===== config.mk =====
export PLATFORM = sky130hd
export DESIGN_NAME = reset_sequencer
export DESIGN_NICKNAME = d
export VERILOG_FILES = /design/src/rtl/reset_seq_pkg.sv /design/src/rtl/reset_seq_timer.sv /design/src/rtl/reset_sequencer.sv
export SDC_FILE = /design/constraint.sdc
export NUM_CORES = 1
export LEC_CHECK = 0
export ABC_CLOCK_PERIOD_IN_PS = 3000
export CAP_MARGIN = 10
export CORE_MARGIN = 8
export CORE_UTILIZATION = 54
export CTS_CLUSTER_DIAMETER = 30
export DETAILED_ROUTE_END_ITERATION = 7
export PLACE_DENSITY = 0.79
export SLEW_MARGIN = 20
export SYNTH_ARGS = -nofsm -noshare
export SYNTH_HDL_FRONTEND = slang
export SYNTH_SLANG_ARGS = --single-unit

===== constraint.sdc =====
create_clock -name clk -period 3 [get_ports clk]
set_input_delay 0.75 -clock clk [delete_from_list [all_inputs] [get_ports clk]]
set_output_delay 0.75 -clock clk [all_outputs]
set_load 0.05 [all_outputs]

===== src/rtl/reset_seq_pkg.sv =====
// Shared types and helpers for the staged reset sequencer.
package reset_seq_pkg;

    localparam int unsigned MAX_DOMAINS = 16;
    localparam int unsigned IDX_W       = 4;

    typedef enum logic [1:0] {
        IDLE,
        ASSERT,
        WAIT_RDY,
        GAP
    } state_t;

    // Index of the lowest set bit; 0 when the vector is empty.
    function automatic logic [IDX_W-1:0] lowest_set(input logic [MAX_DOMAINS-1:0] vec);
        logic [IDX_W-1:0] pos;
        pos = '0;
        for (int i = MAX_DOMAINS - 1; i >= 0; i--) begin
            if (vec[i]) pos = IDX_W'(i);
        end
        return pos;
    endfunction

endpackage


===== src/rtl/reset_seq_timer.sv =====
// Up-counter shared by hold, gap and timeout phases; stops at its terminal value.
module reset_seq_timer #(
    parameter int unsigned W = 8
) (
    input  logic         clk,
    input  logic         reset,
    input  logic         clr,
    input  logic [W-1:0] limit,
    output logic         at_limit_c
);

    logic [W-1:0] count;

    assign at_limit_c = (count == limit);

    // Holding at the limit keeps the terminal count from ever wrapping.
    always_ff @(posedge clk) begin
        if (reset || clr) begin
            count <= '0;
        end else if (!at_limit_c) begin
            count <= count + W'(1);
        end
    end

endmodule


===== src/rtl/reset_sequencer.sv =====
// Staged reset controller: releases masked reset domains one at a time in
// ascending order, each waiting on ready or timeout, separated by a fixed gap.
module reset_sequencer
    import reset_seq_pkg::*;
#(
    parameter int unsigned NUM_DOMAINS    = 4,
    parameter int unsigned HOLD_CYCLES    = 16,
    parameter int unsigned GAP_CYCLES     = 4,
    parameter int unsigned TIMEOUT_CYCLES = 255
) (
    input  logic                   clk,
    input  logic                   reset,
    input  logic                   req_val,
    output logic                   req_rdy,
    input  logic [NUM_DOMAINS-1:0] req_mask,
    output logic [NUM_DOMAINS-1:0] dom_reset,
    input  logic [NUM_DOMAINS-1:0] dom_ready,
    output logic                   busy,
    output logic                   all_up,
    output logic [NUM_DOMAINS-1:0] err
);

    localparam int unsigned MAX_HG  = (HOLD_CYCLES > GAP_CYCLES) ? HOLD_CYCLES : GAP_CYCLES;
    localparam int unsigned MAX_CYC = (MAX_HG > TIMEOUT_CYCLES) ? MAX_HG : TIMEOUT_CYCLES;
    localparam int unsigned CNT_W   = $clog2(MAX_CYC + 1);

    localparam logic [CNT_W-1:0] HOLD_LAST = CNT_W'(HOLD_CYCLES - 1);
    localparam logic [CNT_W-1:0] GAP_LAST  = CNT_W'((GAP_CYCLES == 0) ? 0 : GAP_CYCLES - 1);
    localparam logic [CNT_W-1:0] TMO_LAST  = CNT_W'(TIMEOUT_CYCLES - 1);

    function automatic logic [NUM_DOMAINS-1:0] onehot(input logic [IDX_W-1:0] pos);
        return NUM_DOMAINS'(MAX_DOMAINS'(1) << pos);
    endfunction

    state_t                 state;
    state_t                 state_nx;
    logic [NUM_DOMAINS-1:0] act;
    logic [NUM_DOMAINS-1:0] act_nx;
    logic [NUM_DOMAINS-1:0] dom_reset_nx;
    logic [NUM_DOMAINS-1:0] err_nx;
    logic [NUM_DOMAINS-1:0] cur_oh;
    logic [NUM_DOMAINS-1:0] act_left;
    logic [NUM_DOMAINS-1:0] first_oh;
    logic [NUM_DOMAINS-1:0] next_oh;
    logic [IDX_W-1:0]       idx;
    logic [IDX_W-1:0]       idx_nx;
    logic [IDX_W-1:0]       first_idx;
    logic [IDX_W-1:0]       next_idx;
    logic [CNT_W-1:0]       limit;
    logic                   tmr_last;
    logic                   tmr_clr;
    logic                   fire;
    logic                   ready_hit;
    logic                   leave;
    logic                   req_rdy_nx;
    logic                   busy_nx;
    logic                   all_up_nx;

    assign fire      = req_val && (state == IDLE);
    assign cur_oh    = onehot(idx);
    assign ready_hit = |(dom_ready & cur_oh);
    assign leave     = (state == WAIT_RDY) && (ready_hit || tmr_last);
    assign act_left  = act & ~cur_oh;
    assign first_idx = lowest_set(MAX_DOMAINS'(act));
    assign first_oh  = onehot(first_idx);
    assign next_idx  = lowest_set(MAX_DOMAINS'(act_left));
    assign next_oh   = onehot(next_idx);

    always_comb begin
        limit = '0;
        case (state)
            ASSERT:   limit = HOLD_LAST;
            WAIT_RDY: limit = TMO_LAST;
            GAP:      limit = GAP_LAST;
            default:  limit = '0;
        endcase
    end

    reset_seq_timer #(
        .W (CNT_W)
    ) u_timer (
        .clk        (clk),
        .reset      (reset),
        .clr        (tmr_clr),
        .limit      (limit),
        .at_limit_c (tmr_last)
    );

    always_ff @(posedge clk) begin
        if (reset) begin
            state <= ASSERT;
        end else begin
            state <= state_nx;
        end
    end

    always_comb begin
        state_nx = state;
        case (state)
            IDLE: begin
                if (fire && (req_mask != '0)) state_nx = ASSERT;
            end
            ASSERT: begin
                if (tmr_last) state_nx = WAIT_RDY;
            end
            WAIT_RDY: begin
                if (leave) begin
                    if (act_left == '0)       state_nx = IDLE;
                    else if (GAP_CYCLES == 0) state_nx = WAIT_RDY;
                    else                      state_nx = GAP;
                end
            end
            GAP: begin
                if (tmr_last) state_nx = WAIT_RDY;
            end
            default: state_nx = ASSERT;
        endcase
    end

    // Datapath and output next values; outputs are registered from these.
    always_comb begin
        act_nx       = act;
        idx_nx       = idx;
        dom_reset_nx = dom_reset;
        err_nx       = err;
        tmr_clr      = (state_nx != state);
        case (state)
            IDLE: begin
                if (fire && (req_mask != '0)) begin
                    act_nx       = req_mask;
                    dom_reset_nx = dom_reset | req_mask;
                    err_nx       = err & ~req_mask;
                end
            end
            ASSERT, GAP: begin
                if (tmr_last) begin
                    idx_nx       = first_idx;
                    dom_reset_nx = dom_reset & ~first_oh;
                end
            end
            WAIT_RDY: begin
                if (leave) begin
                    act_nx = act_left;
                    if (!ready_hit) err_nx = err | cur_oh;
                    // With no gap the next domain is released straight away.
                    if ((GAP_CYCLES == 0) && (act_left != '0)) begin
                        idx_nx       = next_idx;
                        dom_reset_nx = dom_reset & ~next_oh;
                        tmr_clr      = 1'b1;
                    end
                end
            end
            default: ;
        endcase
        req_rdy_nx = (state_nx == IDLE);
        busy_nx    = (state_nx != IDLE);
        all_up_nx  = (state_nx == IDLE) && (dom_reset_nx == '0);
    end

    always_ff @(posedge clk) begin
        if (reset) begin
            act       <= '1;
            idx       <= '0;
            dom_reset <= '1;
            err       <= '0;
            req_rdy   <= 1'b0;
            busy      <= 1'b1;
            all_up    <= 1'b0;
        end else begin
            act       <= act_nx;
            idx       <= idx_nx;
            dom_reset <= dom_reset_nx;
            err       <= err_nx;
            req_rdy   <= req_rdy_nx;
            busy      <= busy_nx;
            all_up    <= all_up_nx;
        end
    end

endmodule

==> summary.md, run 1 <==
| Metric | Value |
|---|---|
| Setup TNS | 0 ps |
| Grt total ovfl | 0 |
| Die Area | 4970 um2 |
| Internal power | 812 uW |
| # Post-CTS Setup Buffers | 0 |
| Combinational share of power | 55.5% |
| Worst VDD drop | 0.691 mV |
| Layout cells sized above 1 | 10.4% |
| Rows | 19 |
| Clk slew on worst S/H paths | 150 ps |
| CTS Buffer Depth | 2 |
| RSZ-0062 raised after global routing | false |
| Sw frac | 46.5% |
| Critical Path RT | 3260 ps |
| Area taken by multi-input logic gates | 985 um2 |
| Final-report hold violation count | 0 |
| Register Area | 541 um2 |
| Top_reg_cell synth | dfxtp_1 |
| Routed wire length per instance | 16.2 um |
| Port bufs | 21 |
| Max-slew violations | 0 |
| Hold WC Path Type | register to register |
| Vias in the first global route | 1381 |
| Register area share after synthesis | 33.7% |
| Rel. slew slack | 61.4% |
| F_max | 362 MHz |
| Level count of the clock H-tree | 1 |
| # hold bufs at CTS | 0 |
| Boundary Pins | 22 |
| P_leak | 0.695 nW |
| Area Overhead vs Synth | 16.1% |
| WS Path Type | register to register |
| Overall routed net length | 3.95 mm |
| Clock Skews | 7.99 ps |
| FILL cells | 229 |
| First-pass GRT wire length | 6.58 mm |
| Post-CTS sizing | 0 |
| Ys Warns | 0 |
| Post-synth EDFFs | 0 |
| Worst reg2reg startpoint | state[1] |
| Most common cell after layout, fill and taps aside | dfxtp_1 |
| Clock Power Share | 10.8% |
| Period utilization | 92.0% |
| Final Util | 66.9% |
| Min cycle time layout | 2760 ps |
| CP Launch Type | register |
| Global Route Usage Sum | 15.9% |
| Overall power | 1.52 mW |
| Least-Margin Pin Slew | 571 ps |
| Most frequent cells in the layout | 27 x dfxtp_1, 21 x clkdlybuf4s50_1, 20 x nor2_1 |
| Routability cong. | 1.01 |
| Final HPWL DP | 3.03 mm |
| CP arrival | 3010 ps |
| Post-synthesis cell count | 190 |
| #FFs+latches synth | 27 |
| Setup crit end kind | register |
| Synth unique cells | 51 |
| Ant diodes | 0 |
| Routed Antenna Nets | 0 |
| Power Density | 815 nW/um2 |
| Initial antenna violation count | 0 |
| Initial Utilization | 57.6% |
| Die X | 70.5 um |
| Critical-path top delay cell | dfxtp_1 |
| Worst Hold Launch | err[1] |
| Drt pass-1 iters | 4 |
| Status | finished clean |
| Final net count | 230 |
| DR iter-0 viols | 144 |
| CTS buffer count | 3 |
| Hold_ws | 471 ps |
| CORE AREA | 2780 um2 |
| Synth Cell Area | 1600 um2 |
| Die height | 70.5 um |
| Max Cap Violations | 0 |
| Routed vias | 1469 |
| Synth Net Count | 207 |
| Critical path, cell by cell | inv_1, ha_1, or3_4, a211oi_4, nand2_2, o41ai_4, nand4b_1, nor4b_2 |
| Clk Latency, worst-skew pair | 330 ps |
| DR vias/cell | 6.05 |
| Seq pwr share | 33.7% |
| Largest net degree at the start of global routing | 15 |
| Cell at the root of the clock tree | clkbuf_4 |
| Final setup fails | 0 |
| Clock sinks | 27 |
| Asr flop ratio synth | 0% |
| Crit path largest cell delay | 440 ps |
| DRC Markers | 0 |
| Syn Area/Cell | 8.44 um2 |
| Psw | 704 uW |
| CP Max Fanout | 11 |
| CTS tree | done |
| CP Launch Point | state[1] |
## final timing paths
kind                  to  slack (ps)  depth (start not counted)
setup / recovery  all_up         240                          8
hold / removal    err[1]         470                          2
setup reg to reg  all_up         240                          8
hold reg to reg   err[1]         470                          2
## cells by family (layout without fill, tap and decap cells)
logic type	after synthesis	count (layout)	share of synthesized area, %
xor gates and xnor gates	9	9	4.92
and+or+nand+nor	81	81	27.9
adders and majority gates	6	6	4.68
AOI/OAI and AO/OA	51	51	22.5
muxes	1	1	1.41
buffers and inverters	15	37	4.84
DFF	27	27	33.7
## cells in the mapped netlist (6+ instances only)
library cell	number	area share (%)
dfxtp_1	27	34
nor2_1	20	4.7
a21oi_1	16	5.0
nand2_1	14	3.3
inv_1	8	1.9
o21ai_1	8	2.5
nand2b_1	7	2.7
nand3_1	7	2.2
ha_1	6	4.7
xor2_1	6	3.3
## stage by stage
step                std cells  setup slack, ps  area (um2)
global placement          239              277        1830
detailed placement        239              224        1830
CTS                       243              273        1860
floorplan                 190              534        1600
global route              243             85.3        1860
finish                    243              241        1860
## power by group through the flow
stage / clock network [mW] / registers, mW / logic [mW]
final: 0.164 / 0.511 / 0.841
after global routing: 0.184 / 0.521 / 0.910
after CTS: 0.168 / 0.508 / 0.834
after detailed placement: 0 / 0.518 / 0.831
after global placement: 0 / 0.515 / 0.817
after floorplan: 0 / 0.637 / 0.510
## final cells by class
type	instances	share of cell area [%]
tap	31	2.08
multi-input combinational	148	52.9
inverter	8	1.61
clock buffer	4	1.41
sequential	27	29.1
timing repair buffer	25	12.9
## per-layer routing
metal,vias up,track usage [%],share of wire [%]
met1,684,19.8,45
met2,42,25.5,47
met4,0,7.59,2.3
met5,-,0,0
met3,10,2.97,5.0
li1,733,-,-
## state kept, by name, summed over array words and instances (netlist names)
signal / cells
u_timer.count: 8
act: 4
dom_reset: 4
err: 4
idx: 2
state: 2
all_up: 1
busy: 1
req_rdy: 1
## worst max-delay path: cells and delay by family, from the launching register on
family | cells | cell delay [ps]
compound gates | 2 | 750
fa+ha+maj | 1 | 320
buf+inv | 1 | 150
flops | 1 | 440
simple gates | 4 | 1010
No activity file was read; power rests on OpenSTA's default activity.
==> run 2: changes to the inputs <==
--- a/config.mk
+++ b/config.mk
@@ -7,7 +7,7 @@
 export LEC_CHECK = 0
 export ABC_CLOCK_PERIOD_IN_PS = 3000
 export CAP_MARGIN = 10
-export CORE_MARGIN = 8
+export CORE_MARGIN = 4
 export CORE_UTILIZATION = 54
 export CTS_CLUSTER_DIAMETER = 30
 export DETAILED_ROUTE_END_ITERATION = 7
==> run 2 against run 1 <==
  * Clock power about the same
  * Power grew 0.17%
  * Non-clock buffer count is 2 lower
==> summary.md, run 2 (synthesized netlist as in run 1, its figures left out) <==
| Metric | Value |
|---|---|
| R2R Setup Slk | 200 ps |
| Clk Latency, worst-skew pair | 330 ps |
| Reg-to-Reg End | all_up |
| DR iter-0 viols | 156 |
| Routed wire length per instance | 16.1 um |
| Max Cap Violations | 0 |
| Min cycle time layout | 2800 ps |
| WS Path Type | register to register |
| Status | finished clean |
| Least-Margin Pin Slew | 586 ps |
| Global Route Usage Sum | 20.7% |
| Final Util | 65.8% |
| Drt pass-1 iters | 4 |
| Critical Path RT | 3260 ps |
| Worst VDD drop | 0.695 mV |
| Final-report hold violation count | 0 |
| RSZ-0062 raised after global routing | false |
| Clock Skews | 6.61 ps |
| Worst Hold Launch | err[2] |
| F_max | 357 MHz |
| CP Max Fanout | 8 |
| Power Density | 823 nW/um2 |
| # Post-CTS Setup Buffers | 0 |
| Routability cong. | 0.947 |
| Die height | 62.5 um |
| DRC Markers | 0 |
| P_leak | 0.684 nW |
| CP arrival | 3060 ps |
| Clk slew on worst S/H paths | 140 ps |
| Port bufs | 21 |
| Setup crit end kind | register |
| CP Launch Type | register |
| Overall power | 1.52 mW |
| CORE AREA | 2810 um2 |
| Overall routed net length | 3.89 mm |
| Max-slew violations | 0 |
| Most frequent cells in the layout | 27 x dfxtp_1, 21 x clkdlybuf4s50_1, 20 x nor2_1 |
| Layout cells sized above 1 | 9.52% |
| Most flops, register | u_timer.count |
| DR vias/cell | 6.21 |
| Initial antenna violation count | 0 |
| Setup TNS | 0 ps |
| Worst reg2reg startpoint | state[1] |
| Hold WC Path Type | register to register |
| CTS Buffer Depth | 2 |
| Post-place setup slack | 151 ps |
| WHS Path Cells | 2 |
| Die X | 62.5 um |
| Largest net degree at the start of global routing | 17 |
| Grt total ovfl | 0 |
| Routed vias | 1497 |
| Boundary Pins | 22 |
| FILL cells | 255 |
| Rows | 19 |
| Period utilization | 93.4% |
| First-pass GRT wire length | 6.60 mm |
| Placed Cells incl. Taps | 237 |
| Final net count | 228 |
| Max FFs per register | 8 |
| Level count of the clock H-tree | 1 |
| Rel. slew slack | 60.3% |
| Final HPWL DP | 2.97 mm |
| Post-DP Area | 1820 um2 |
| CTS buffer count | 3 |
| Initial Utilization | 57.1% |
| Routed Antenna Nets | 0 |
| Final instance area | 1850 um2 |
| Post-CTS sizing | 0 |
| Setup ws final | 199 ps |
| Worst Hold Path EP | err[2] |
| Die Area | 3900 um2 |
| Most common cell after layout, fill and taps aside | dfxtp_1 |
| Vias in the first global route | 1397 |
| Hold_ws | 458 ps |
| Area Overhead vs Synth | 15.1% |
| Clock sinks | 27 |
| Non-Filler Instances | 241 |
| Final setup fails | 0 |
| Ant diodes | 0 |
| CTS tree | done |
| R2R cell count | 7 |
| Cell at the root of the clock tree | clkbuf_4 |
| # hold bufs at CTS | 0 |
==> run 2: cell count changes in the layout (fill, tap and decap cells not counted), sizes merged <==
cell  delta
buf      -2
==> run 2: layout make-up <==
class,count,area (um2),area share (%)
tap,31,38.8,2.10
clock buffer,4,26.3,1.42
sequential,27,541,29.3
multi-input combinational,148,985,53.4
inverter,8,30.0,1.63
timing repair buffer,23,225,12.2
==> run 2: worst max path at each step <==
stage                  from          endpoint  slack (ps)  cells past startpoint
5_1_grt            state[1]            all_up          20                      7
2_1_floorplan      state[0]            all_up         530                      9
3_5_place_dp   dom_ready[3]  u_timer.count[1]         150                      7
4_1_cts            state[1]            all_up         200                      7
3_3_place_gp   dom_ready[3]            all_up         210                      6
6_report           state[1]            all_up         200                      7
==> run 2: routing by layer <==
| metal | part of all wire, % | global-route usage [%] | routed length, um | up-vias |
|---|---|---|---|---|
| li1 | - | - | - | 729 |
| met1 | 44 | 26.7 | 1720 | 707 |
| met2 | 49 | 35.3 | 1910 | 56 |
| met3 | 5.5 | 3.42 | 212 | 5 |
| met4 | 1.2 | 6.06 | 47 | 0 |
| met5 | 0 | 0 | 0 | - |
==> run 2: worst max-delay path: stages (launching register included) <==
cell and delay (ps):
dfxtp_1 450, inv_1 170, ha_1 320, or3_4 340, a211oi_4 360, a21oi_2 180
o311ai_1 580, nor4b_2 310
==> run 2: power by group <==
part / switching, mW / internal (mW) / total, mW
combinational: 0.518 / 0.324 / 0.842
clock: 0.108 / 0.0523 / 0.161
sequential: 0.0810 / 0.435 / 0.516
total: 0.707 / 0.811 / 1.52
